**src/rtl/display_scan_controller_pkg.sv**
```systemverilog
// Shared definitions for the display scan controller: FSM state codes, segment-off pattern, helpers.
// Optional LEADING_ZERO_BLANK_EN is handled in display_scan_controller.sv.
package display_scan_controller_pkg;

    typedef logic [0:0] scan_state_t;

    localparam logic [0:0] ST_BLANK = 1'b0;
    localparam logic [0:0] ST_SHOW  = 1'b1;

    localparam logic [6:0] SEG_OFF = 7'h7F;

    function automatic int max_int(input int a, input int b);
        return (a > b) ? a : b;
    endfunction

endpackage

```
**src/rtl/display_scan_controller_decoder.sv**
```systemverilog
// Hex nibble to 7-segment decoder (the DisplayController function), combinational.
// o_seg is active-low, bit 0 = segment a ... bit 6 = segment g.
module display_scan_controller_decoder (
    input  logic [3:0] i_nibble,
    output logic [6:0] o_seg
);

    always_comb begin
        o_seg = 7'h7F;
        case (i_nibble)
            4'h0: o_seg = 7'h40;
            4'h1: o_seg = 7'h79;
            4'h2: o_seg = 7'h24;
            4'h3: o_seg = 7'h30;
            4'h4: o_seg = 7'h19;
            4'h5: o_seg = 7'h12;
            4'h6: o_seg = 7'h02;
            4'h7: o_seg = 7'h78;
            4'h8: o_seg = 7'h00;
            4'h9: o_seg = 7'h10;
            4'hA: o_seg = 7'h08;
            4'hB: o_seg = 7'h03;
            4'hC: o_seg = 7'h46;
            4'hD: o_seg = 7'h21;
            4'hE: o_seg = 7'h06;
            4'hF: o_seg = 7'h0E;
            default: o_seg = 7'h7F;
        endcase
    end

endmodule

```
**src/rtl/display_scan_controller.sv**
```systemverilog
// Multiplexed common-anode display scanner with double-buffered digits and anode-off dead time.
// Define LEADING_ZERO_BLANK_EN to darken digits above the most-significant nonzero nibble.
module display_scan_controller
    import display_scan_controller_pkg::*;
#(
    parameter int NUM_DIGITS   = 4,
    parameter int REFRESH_DIV  = 50000,
    parameter int BLANK_CYCLES = 16
) (
    input  logic                    Clk,
    input  logic                    Reset_n,
    input  logic [4*NUM_DIGITS-1:0] DataIn,
    input  logic                    LoadStrobe,
    input  logic [NUM_DIGITS-1:0]   DigitEn,
    output logic [6:0]              SegmentOut,
    output logic [NUM_DIGITS-1:0]   AnodeOut,
    output logic                    FrameDone
);

    localparam int CW = $clog2(max_int(REFRESH_DIV, BLANK_CYCLES) + 1);
    localparam int IW = $clog2(NUM_DIGITS);
    localparam logic [CW-1:0] SHOW_LAST  = CW'(REFRESH_DIV - 1);
    // With no blanking the BLANK state only exists for the single cycle after reset.
    localparam logic [CW-1:0] BLANK_LAST = CW'((BLANK_CYCLES == 0) ? 0 : BLANK_CYCLES - 1);
    localparam logic [IW-1:0] LAST_IDX   = IW'(NUM_DIGITS - 1);
    localparam logic [NUM_DIGITS-1:0] DIGIT0_BIT = NUM_DIGITS'(1);

    scan_state_t               r_state;
    logic [IW-1:0]             r_index;
    logic [CW-1:0]             r_cnt;
    logic [4*NUM_DIGITS-1:0]   r_pending;
    logic [4*NUM_DIGITS-1:0]   r_active;
    logic [6:0]                r_seg;
    logic [NUM_DIGITS-1:0]     r_anode;

    logic                      w_show;
    logic                      w_show_end;
    logic                      w_blank_end;
    logic                      w_frame_end;
    logic                      w_lz_dark;
    logic                      w_lit;
    logic [3:0]                w_nibble;
    logic [6:0]                w_seg;

    assign w_show      = (r_state == ST_SHOW);
    assign w_show_end  = w_show && (r_cnt == SHOW_LAST);
    assign w_blank_end = !w_show && (r_cnt == BLANK_LAST);
    assign w_frame_end = w_show_end && (r_index == LAST_IDX);

    assign w_nibble = r_active[{r_index, 2'b00} +: 4];

`ifdef LEADING_ZERO_BLANK_EN
    logic [IW-1:0] w_msd;

    always_comb begin
        w_msd = '0;
        for (int i = 1; i < NUM_DIGITS; i++) begin
            if (r_active[4*i +: 4] != 4'h0) begin
                w_msd = IW'(i);
            end
        end
    end

    assign w_lz_dark = (r_index > w_msd);
`else
    assign w_lz_dark = 1'b0;
`endif

    assign w_lit = w_show && DigitEn[r_index] && !w_lz_dark;

    display_scan_controller_decoder u_decoder (
        .i_nibble (w_nibble),
        .o_seg    (w_seg)
    );

    always_ff @(posedge Clk) begin
        if (!Reset_n) begin
            r_state   <= ST_BLANK;
            r_index   <= '0;
            r_cnt     <= '0;
            r_pending <= '0;
            r_active  <= '0;
            r_seg     <= SEG_OFF;
            r_anode   <= '1;
        end else begin
            if (w_show_end) begin
                r_state <= (BLANK_CYCLES == 0) ? ST_SHOW : ST_BLANK;
                r_index <= (r_index == LAST_IDX) ? '0 : r_index + IW'(1);
                r_cnt   <= '0;
            end else if (w_blank_end) begin
                r_state <= ST_SHOW;
                r_cnt   <= '0;
            end else begin
                r_cnt <= r_cnt + CW'(1);
            end

            // A strobe landing on the frame boundary goes straight to the active buffer.
            if (w_frame_end) begin
                r_active <= LoadStrobe ? DataIn : r_pending;
            end
            if (LoadStrobe) begin
                r_pending <= DataIn;
            end

            r_seg   <= w_lit ? w_seg : SEG_OFF;
            r_anode <= w_lit ? ~(DIGIT0_BIT << r_index) : '1;
        end
    end

    assign SegmentOut = r_seg;
    assign AnodeOut   = r_anode;
    assign FrameDone  = w_frame_end;

endmodule
```
**config.mk**
```make
export PLATFORM = sky130hd
export DESIGN_NAME = display_scan_controller
export DESIGN_NICKNAME = d
export VERILOG_FILES = /design/src/rtl/display_scan_controller_pkg.sv /design/src/rtl/display_scan_controller_decoder.sv /design/src/rtl/display_scan_controller.sv
export SDC_FILE = /design/constraint.sdc
export NUM_CORES = 1
export LEC_CHECK = 0
export BUFFER_PORTS_ARGS = -buffer_cell sky130_fd_sc_hd__buf_2
export CORE_ASPECT_RATIO = 1.2
export CORE_MARGIN = 1.5
export CORE_UTILIZATION = 50
export DETAILED_ROUTE_END_ITERATION = 10
export PLACE_DENSITY = 0.7
export SETUP_SLACK_MARGIN = 0.2
export SKIP_LAST_GASP = 1
export SLEW_MARGIN = 20
export SYNTH_ARGS = -nofsm -noshare
export SYNTH_HDL_FRONTEND = slang
export SYNTH_SLANG_ARGS = --single-unit
export TNS_END_PERCENT = 50
```
**constraint.sdc**
```tcl
create_clock -name Clk -period 2.9 [get_ports Clk]
set_input_delay 0.145 -clock Clk [delete_from_list [all_inputs] [get_ports Clk]]
set_output_delay 0.145 -clock Clk [all_outputs]
set_load 0.005 [all_outputs]
```
==> results.md, run 1 <==
- Status: finished clean
- FF-to-FF End: SegmentOut[3]
- WP data arrival: 2130 ps
- Crit-path cells: nand2_1 -> or3_4 -> nor3_4 -> buf_2
- Post-synth top area share: 0.447
- R2R depth: 6
- Ant diodes: 0
- Most numerous cell in the Yosys netlist: dfxtp_1
- Slowest CP cell: nor3_4
- Critical Path Max Stage Delay: 550 ps
- DR iter-0 viols: 93
- Hold Buf Count CTS: 0
- DIE AREA: 0.00601 mm2
- Slew at the pin closest to its max-slew limit: 830 ps
- Critical path peak fanout: 17
- Post-synthesis sequential area ratio: 0.447
- Die H: 84.6 um
- Std cell rows: 29
- Max_cap viols: 0
- Multi-input gate area: 0.00139 mm2
- Clock sinks: 62
- Final antenna-violating net count: 0
- Cell variety after synth: 48
- Post-Place Cells: 353
- Vias per inst: 5.77
- GRT Resource Usage Total: 0.196
- Number of synthesized flops with an enable pin: 0
- Register area: 0.00124 mm2
- Final setup vio count: 0
- Final Hold Vio Count: 0
- TritonCTS clock tree: built
- CP Launch Type: flip-flop
- Register bit total from synthesis: 62
- Final Instance Count excl. Fillers: 366
- Syn Std Cell Area: 0.00278 mm2
- DP HPWL: 3.76 mm
- Util after Layout: 0.580
- Worst skew pair latency: 330 ps
- Hold worst-path end: r_pending[5]
- Layout area overhead: 11.4%
- Final Critical Period: 2270 ps
- Layout cells sized above 1: 0.227
- Root Buffer Master: clkbuf_8
- Reg-to-Reg Start: r_index[0]
- Unrepaired setup endpoints after global routing: no
- Worst Setup End Kind: output pin
- Power Total: 1.58 mW
- # resized after CTS: 0
- Detailed Route WL: 5.43 mm
- Worst Hold Class: input port to flip-flop
- Fraction of the cycle the final worst path needs: 0.784
- Die Width: 71.0 um
- Via count: 2112
- Hold Path Origin: DataIn[5]
- Yosys warnings: 0
- Yosys top cell by area: dfxtp_1
- Post-CTS Setup Bufs: 0
- Cell count after synthesis: 274
- Rel. slew slack: 0.446
- Area contributors post-synth: dfxtp_1 45%, mux2i_1 6.5%, ha_1 5.0%
- Largest net degree at the start of global routing: 51
- Syn nets: 308
- RD Place Congestion: 0.916
- Synth top cells by count: 62 x dfxtp_1, 18 x mux2i_1, 18 x nor2_1, 17 x a211oi_1, 17 x a31oi_1
- Port bufs: 34
- Initial Util: 0.521
- First-pass GRT wire length: 9.37 mm
- Final Skew: 5.27 ps
- Hold Path Cell Cnt: 3
- Layout filler cell count: 489
- Lkg Pwr: 1.16 nW
- Post-layout nets: 336
- Worst R2R Setup Slack: 810 ps
- Routed len/inst: 14.8 um
- Initial antenna violation count: 0
- Peak VDD IR: 273 uV
- Power per cell area: 511 mW/mm2
- Boundary Pins: 35
- Kind of critical path: flip-flop to output pin
- Core area: 0.00533 mm2
- Clock Tree Buf Depth: 2
- Vias in the first global route: 2021
- Fmax: 440 MHz
- Slew Limit Fails: 0
- Reg clk slew, reported paths: 60 ps
- Residual DRC: 0
- TritonCTS Buffers: 9
- Setup TNS: 0 ps
- Crit path launch: r_cnt[8]
- CTS HTree Levels: 3
- Dominant synthesized flop cell: dfxtp_1
- Drt pass-1 iters: 4
- Ys async rst share: 0
- Congestion Overflow GR: 0
- WP data required: 2760 ps
- Post-Syn Area per Cell: 10.1 um2
worst max-delay path, delay by kind of cell, from the launching register on:
kind          cells  cell delay, ps
simple gates      3            1140
flops             1             420
buf+inv           1             230
state kept, by name, summed over array words and instances (netlist names):
name,flops
SegmentOut,7
r_index,2
r_pending,16
r_active,16
r_cnt,16
r_state,1
AnodeOut,4
cell families after synthesis:
| kind of cell | count (synthesis) | synth area share |
|---|---|---|
| DFF | 62 | 0.447 |
| AOI/OAI and AO/OA | 56 | 0.143 |
| and+or+nand+nor | 80 | 0.162 |
| xor gates and xnor gates | 11 | 0.0347 |
| buffers and inverters | 30 | 0.0536 |
| muxes | 24 | 0.110 |
| adders and majority gates | 11 | 0.0496 |
metrics by stage:
stage | worst slack [ps] | cell area (um2) | hold slack (ps)
final | 625 | 3090 | 74.3
after global routing | 479 | 3090 | 82.2
after CTS | 636 | 3090 | 62.3
after detailed placement | 817 | 2930 | 413
after global placement | 900 | 2930 | 409
after floorplan | 1100 | 2780 | 292
layout make-up:
class	instances	area share
timing repair buffer	36	0.0599
multi-input combinational	182	0.448
clock inverter	2	0.00324
clock buffer	11	0.0489
tap	62	0.0251
inverter	11	0.0133
sequential	62	0.401
routing by layer:
layer / vias to the layer above / share of wire / GRT usage
met5: - / 0 / 0
met4: 0 / 0.013 / 0.105
met3: 12 / 0.037 / 0.0372
met2: 58 / 0.47 / 0.309
met1: 977 / 0.48 / 0.254
li1: 1065 / - / -
worst max path at each step:
stage | endpoint | slack, ps
2_1_floorplan | SegmentOut[3] | 1100
3_3_place_gp | SegmentOut[3] | 900
3_5_place_dp | SegmentOut[3] | 820
4_1_cts | FrameDone | 640
5_1_grt | FrameDone | 480
6_report | FrameDone | 630
cell usage in the layout, fill, tap and decap left out, types with 2 or more instances in the layout:
cell type  netlist  final
or3_4            2      2
o21ai_0          5      5
or3_1            2      2
dfxtp_1         62     62
nand2b_1         2      2
buf_2            5     34
nand2_1         12     12
nand3_1          8      8
a31oi_1         17     17
clkbuf_8         0     11
o221ai_1         4      4
a211oi_2         2      2
inv_1           10     10
xor2_1           5      5
buf_4            4      2
mux4_2           5      5
nor4_1           2      2
mux2i_1         18     18
nor3_1          13     13
and3_1           6      6
ha_1            11     11
nand4_1          3      3
clkinv_2         0      2
a211oi_1        17     17
nor2_1          18     18
a21oi_1          5      5
xnor2_1          6      6
where the power goes:
group	internal [mW]	switching [mW]
Clock	0.339	0.304
Sequential	0.868	0.00542
Combinational	0.0287	0.0366
Power figures use the tool's default switching activity.
==> run 2, diff against run 1 <==
Settings changed: ABC_AREA set to 1, PLACE_DENSITY 0.7 to 0.73.
Clock period 2.9 ns to 2 ns, I/O delays scaled along.
==> results.md, run 2 <==
- Core area: 0.00567 mm2 (+6.3%)
- Final Skew: 9.38 ps (+4.11 ps)
- First-pass GRT wire length: 10.4 mm (+11%)
- Cell variety after synth: 27 (-44%)
- DIE AREA: 0.00635 mm2 (+5.7%)
- Number of synthesized flops with an enable pin: 0 (unchanged)
- Routed len/inst: 10.9 um (-27%)
- Clock sinks: 62 (unchanged)
- Die Width: 73.0 um (+2.8%)
- Fmax: 603 MHz
- WP data arrival: 1560 ps (-570 ps)
- Hold Buf Count CTS: 0 (unchanged)
- Critical Path Max Stage Delay: 350 ps (-200 ps)
- Final setup vio count: 0 (unchanged)
- Residual DRC: 0 (unchanged)
- Yosys warnings: 0 (unchanged)
- Critical path peak fanout: 6 (-11)
- Boundary Pins: 35 (unchanged)
- Most common cell after layout, fill and taps aside: nand2_1
- Initial antenna violation count: 0 (unchanged)
- Layout area overhead: 15.1%
- Peak VDD IR: 457 uV (+67%)
- # resized after CTS: 0 (unchanged)
- Most frequent cells in the layout: 97 x nand2_1, 87 x nor2_1, 62 x dfxtp_1, 37 x inv_1
- Most numerous cell in the Yosys netlist: nand2_1
- Syn nets: 454 (+47%)
- Dominant synthesized flop cell: dfxtp_1
- Worst Setup End Kind: output pin
- Post-synthesis sequential area ratio: 0.422 (-0.0249)
- Fraction of the cycle the final worst path needs: 0.829
- Ys async rst share: 0 (unchanged)
- Root Buffer Master: clkbuf_8
- Vias in the first global route: 2390 (+18%)
- Post-layout nets: 488 (+45%)
- Worst path bufs/invs: 2 (+1)
- Initial Util: 0.519 (-0.00176)
- Post-synth top area share: 0.422 (-0.0249)
- Largest net degree at the start of global routing: 33 (-35%)
- Rel. slew slack: 0.680 (+0.234)
- Biggest regs: r_active (16), r_cnt (16), r_pending (16)
- Unrepaired setup endpoints after global routing: yes
- Final antenna-violating net count: 0 (unchanged)
- Final Critical Period: 1660 ps
- Register bit total from synthesis: 62 (unchanged)
- Status: finished clean
- Layout filler cell count: 529 (+8.2%)
- Slowest CP cell: dfxtp_1
- Die H: 87.0 um (+2.8%)
- CP Launch Type: flip-flop
- Worst Hold Class: input port to flip-flop
- Max_cap viols: 0 (unchanged)
- CTS HTree Levels: 3 (unchanged)
- WP data required: 1900 ps (-860 ps)
- Std cell rows: 30 (+3.4%)
- Lkg Pwr: 1.48 nW (+28%)
- Post-Syn Area per Cell: 7.00 um2 (-31%)
- Kind of critical path: flip-flop to output pin
- Synth top cells by count: 99 x nand2_1, 87 x nor2_1, 62 x dfxtp_1, 37 x inv_1, 34 x nand3_1
- Worst skew pair latency: 340 ps (about the same)
- Worst path top cell family by delay: flip-flops
- Power per cell area: 757 mW/mm2 (+48%)
- Clock Tree Buf Depth: 2 (unchanged)
- DP HPWL: 4.30 mm (+14%)
- DR iter-0 viols: 147 (+58%)
- Syn Std Cell Area: 0.00294 mm2 (+5.9%)
- GRT Resource Usage Total: 0.208 (+0.0112)
- Congestion Overflow GR: 0 (unchanged)
- Ant diodes: 0 (unchanged)
- Drt pass-1 iters: 4 (unchanged)
- TritonCTS clock tree: built
- RD Place Congestion: 0.892 (-2.6%)
- Final Instance Count excl. Fillers: 539 (+47%)
- Reg clk slew, reported paths: 70 ps (about the same)
- Via count: 2660 (+26%)
- TritonCTS Buffers: 9 (unchanged)
- Vias per inst: 4.94 (-14%)
- Cell count after synthesis: 420 (+53%)
- Port bufs: 34 (unchanged)
- Layout cells sized above 1: 0.146 (-0.0810)
- Setup TNS: 0 ps (unchanged)
- Post-Place Cells: 523 (+48%)
- Crit-path cells: ha_1 -> nand3_1 -> inv_1 -> nand3_1 -> nor2_1 -> buf_2
- Yosys top cell by area: dfxtp_1
- Register area: 0.00124 mm2 (unchanged)
- Area contributors post-synth: dfxtp_1 42%, nand2_1 13%, nor2_1 11%
- Detailed Route WL: 5.86 mm (+8.0%)
- Cell with the most instances on the worst path: nand3_1
- Post-CTS Setup Bufs: 0 (unchanged)
- Multi-input gate area: 0.00147 mm2 (+5.7%)
- Slew Limit Fails: 0 (unchanged)
- Final Hold Vio Count: 0 (unchanged)
- Slew at the pin closest to its max-slew limit: 479 ps (-350 ps)
run 2: changes by cell type after synthesis, sizes merged, moves of 7 or more:
cell | before | now
nand2 | 12 | 99
nor2 | 18 | 89
inv | 11 | 43
nand3 | 8 | 36
a211oi | 19 | 0
mux2i | 18 | 0
o21ai | 6 | 24
a31oi | 17 | 0
nand4 | 4 | 19
nor3 | 15 | 2
and3 | 7 | 0
run 2: worst reg2reg max path, stage by stage, from the launching register on:
cell     delay (ps)
dfxtp_1         350
ha_1            210
nand3_1         160
inv_1           190
nand2_1          90
nor2_2           80
buf_4           200
nand4_1         130
nand2_1          80
nor2_1           40
run 2: through the flow:
step                      power, mW  instance area (um2)  hold WS, ps  utilization  setup slack [ps]
after floorplan                1.37                 2940          293            -               430
after global placement         1.40                 3160          434        0.557               404
after detailed placement       1.41                 3160          436        0.557               343
after CTS                      2.59                 3370          108        0.595               320
after global routing           2.67                 3380          175        0.597               195
final                          2.56                 3380          125        0.597               342
run 2: layout make-up:
type | instances | area share
Inverter | 43 | 0.0477
Tap cell | 80 | 0.0296
Multi-Input combinational cell | 300 | 0.433
Sequential cell | 62 | 0.367
Clock buffer | 12 | 0.0429
Clock inverter | 4 | 0.0207
Timing Repair Buffer | 38 | 0.0592
run 2: per-layer routing:
| metal | GRT usage | part of all wire | vias up |
|---|---|---|---|
| met2 | 0.329 | 0.46 | 57 |
| met1 | 0.267 | 0.48 | 1195 |
| met5 | 0 | 0 | - |
| met4 | 0.105 | 0.016 | 0 |
| met3 | 0.0405 | 0.043 | 10 |
| li1 | - | - | 1398 |
run 2: report_power, final:
group          internal (mW)  switching (mW)  leakage [nW]  total, mW
clock network          0.732           0.453         0.110       1.19
registers               1.26         0.00802         0.505       1.27
logic                 0.0415          0.0654         0.864      0.107
run 2: final timing paths:
path                  start           end  slack, ps  depth (start not counted)
hold / removal    DataIn[2]  r_pending[2]        120                          5
setup reg to reg   r_cnt[0]   r_active[7]        370                          9
hold reg to reg    r_cnt[0]      r_cnt[0]        450                          1
setup / recovery   r_cnt[0]     FrameDone        340                          6
run 2: cell families after synthesis:
logic type,Yosys count,synth area share
buffers and inverters,58,0.0826
AO/OA/AOI/OAI,33,0.0570
XOR/XNOR,8,0.0238
flip-flops,62,0.422
adder cells (fa/ha/maj),11,0.0468
AND/OR/NAND/NOR,248,0.368
==> run 3, diff against run 2 <==
Settings changed: PLACE_DENSITY 0.73 to 0.7.
Clock period 2 ns to 1.6 ns, I/O delays scaled along.
==> results.md, run 3 (synthesized netlist as in run 2, its figures left out) <==
- DIE AREA: 0.00635 mm2 (unchanged)
- TritonCTS Buffers: 9 (unchanged)
- Vias per inst: 5.06 (+2.5%)
- CTS HTree Levels: 3 (unchanged)
- Fmax: 662 MHz
- GRT Resource Usage Total: 0.226 (+0.0181)
- Congestion Overflow GR: 0 (unchanged)
- Initial antenna violation count: 0 (unchanged)
- Final antenna-violating net count: 0 (unchanged)
- Hold Path Origin: Reset_n
- Unrepaired setup endpoints after global routing: yes
- Placement Setup Slack: -61.7 ps (-405 ps)
- Die Width: 73.0 um (unchanged)
- Root Buffer Master: clkbuf_8
- Detailed Route WL: 6.89 mm (+18%)
- Worst skew pair latency: 340 ps (about the same)
- Post-layout worst setup margin: 90.1 ps (-252 ps)
- Worst path bufs/invs: 3 (+1)
- Most frequent cells in the layout: 90 x nand2_1, 79 x nor2_1, 46 x dfxtp_1, 34 x buf_2, 29 x inv_1
- Final Critical Period: 1510 ps
- CP Launch Type: flip-flop
- Layout filler cell count: 488 (-7.8%)
- Fraction of the cycle the final worst path needs: 0.944
- Slew Limit Fails: 0 (unchanged)
- Std cell rows: 30 (unchanged)
- Layout area overhead: 30.0%
- Reg-to-Reg Start: r_index[0]
- Power Total: 3.03 mW (+18%)
- Rel. slew slack: 0.644 (-0.0359)
- Lkg Pwr: 1.64 nW (+11%)
- Core area: 0.00567 mm2 (unchanged)
- Crit path launch: r_cnt[0]
- Max_cap viols: 0 (unchanged)
- R2R depth: 9 (unchanged)
- DP HPWL: 4.50 mm (+4.5%)
- Via count: 2857 (+7.4%)
- Hold worst-path end: r_state
- Routed len/inst: 12.2 um (+12%)
- WP data arrival: 1430 ps (-130 ps)
- Hold Path Cell Cnt: 3 (-2)
- Boundary Pins: 35 (unchanged)
- Worst Setup End Kind: output pin
- Final Hold Vio Count: 0 (unchanged)
- TritonCTS clock tree: built
- Final Instance Count excl. Fillers: 565 (+4.8%)
- Critical path peak fanout: 5 (-1)
- Biggest regs: r_active (16), r_cnt (16), r_pending (16)
- Status: finished clean
- Vias in the first global route: 2528 (+5.8%)
- RD Place Congestion: 0.887 (-0.59%)
- Register area: 0.00128 mm2 (+2.8%)
- Post-Place Cells: 529 (+1.1%)
- Critical Path Stages: 7 (+1)
- Hold Buf Count CTS: 0 (unchanged)
- Residual DRC: 0 (unchanged)
- Drt pass-1 iters: 6 (+2)
- Initial Util: 0.519 (unchanged)
- Final setup vio count: 0 (unchanged)
- Post-layout nets: 514 (+5.3%)
- Clock sinks: 62 (unchanged)
- WP data required: 1520 ps (-380 ps)
- Worst path top cell family by delay: flip-flops
- Port bufs: 34 (unchanged)
- Die H: 87.0 um (unchanged)
- Multi-input gate area: 0.00170 mm2 (+16%)
- Reg clk slew, reported paths: 60 ps (about the same)
- Slew at the pin closest to its max-slew limit: 533 ps (+53.8 ps)
- First-pass GRT wire length: 11.0 mm (+6.5%)
- Util after Layout: 0.674 (+0.0775)
- Crit-path cells: ha_4 -> nand3_4 -> inv_2 -> buf_6 -> nand3_2 -> nor2_2 -> buf_2
- Worst R2R Setup Slack: 150 ps (-220 ps)
- Worst Hold Class: input port to flip-flop
- Clock Tree Buf Depth: 2 (unchanged)
- DR iter-0 viols: 146 (-0.68%)
- Critical Path Max Stage Delay: 360 ps (about the same)
- Layout cells sized above 1: 0.303 (+0.157)
- Most common cell after layout, fill and taps aside: nand2_1
- FF-to-FF End: SegmentOut[2]
- Largest net degree at the start of global routing: 33 (unchanged)
- Ant diodes: 0 (unchanged)
- Kind of critical path: flip-flop to output pin
- Power per cell area: 793 mW/mm2 (+4.8%)
- Final Skew: 7.02 ps (-2.36 ps)
- Peak VDD IR: 816 uV (+79%)
- Slowest CP cell: dfxtp_2
## run 3: stage by stage
| stage | hold WS [ps] | instance area, um2 | setup TNS (ps) |
|---|---|---|---|
| after floorplan | 255 | 3000 | 0 |
| after global placement | 413 | 3270 | -3.56 |
| after detailed placement | 413 | 3270 | -71.7 |
| after CTS | 53.1 | 3630 | 0 |
| after global routing | 78.8 | 3820 | 0 |
| final | 77.8 | 3820 | 0 |
## run 3: worst min-delay path, delay by kind of cell
kind / cells / cell delay (ps)
and+or+nand+nor: 1 / 90
buffers and inverters: 1 / 170
AOI/OAI and AO/OA: 1 / 30
## run 3: report_power, final
group / internal (mW) / switching (mW) / leakage [nW]
clock network: 0.709 / 0.587 / 0.0968
registers: 1.57 / 0.0143 / 0.514
logic: 0.0646 / 0.0889 / 1.03
## run 3: worst max-delay path by stage
stage / end
3_3_place_gp: SegmentOut[3]
3_5_place_dp: SegmentOut[3]
5_1_grt: FrameDone
6_report: FrameDone
4_1_cts: FrameDone
2_1_floorplan: SegmentOut[0]
## run 3: metal layers
metal  up-vias  track usage  part of all wire
li1       1462            -                 -
met5         -            0                 0
met2        86        0.363              0.49
met4         0        0.113             0.028
met1      1290        0.278              0.44
met3        19       0.0556             0.046
## run 3: what timing repair did
item	in CTS	in global routing
buffers inserted	10	8
gates cloned	0	2
gates resized for setup	34	34
pin swaps	14	6
endpoints found under the setup margin	40	42
## run 3: area by class of cell
| cell class | count | area share |
|---|---|---|
| well taps | 80 | 0.0262 |
| inverters | 43 | 0.0442 |
| flip-flops and latches | 62 | 0.334 |
| clock buffers | 11 | 0.0344 |
| multi-input cells | 302 | 0.444 |
| clock inverters | 5 | 0.0131 |
| repair buffers | 62 | 0.105 |
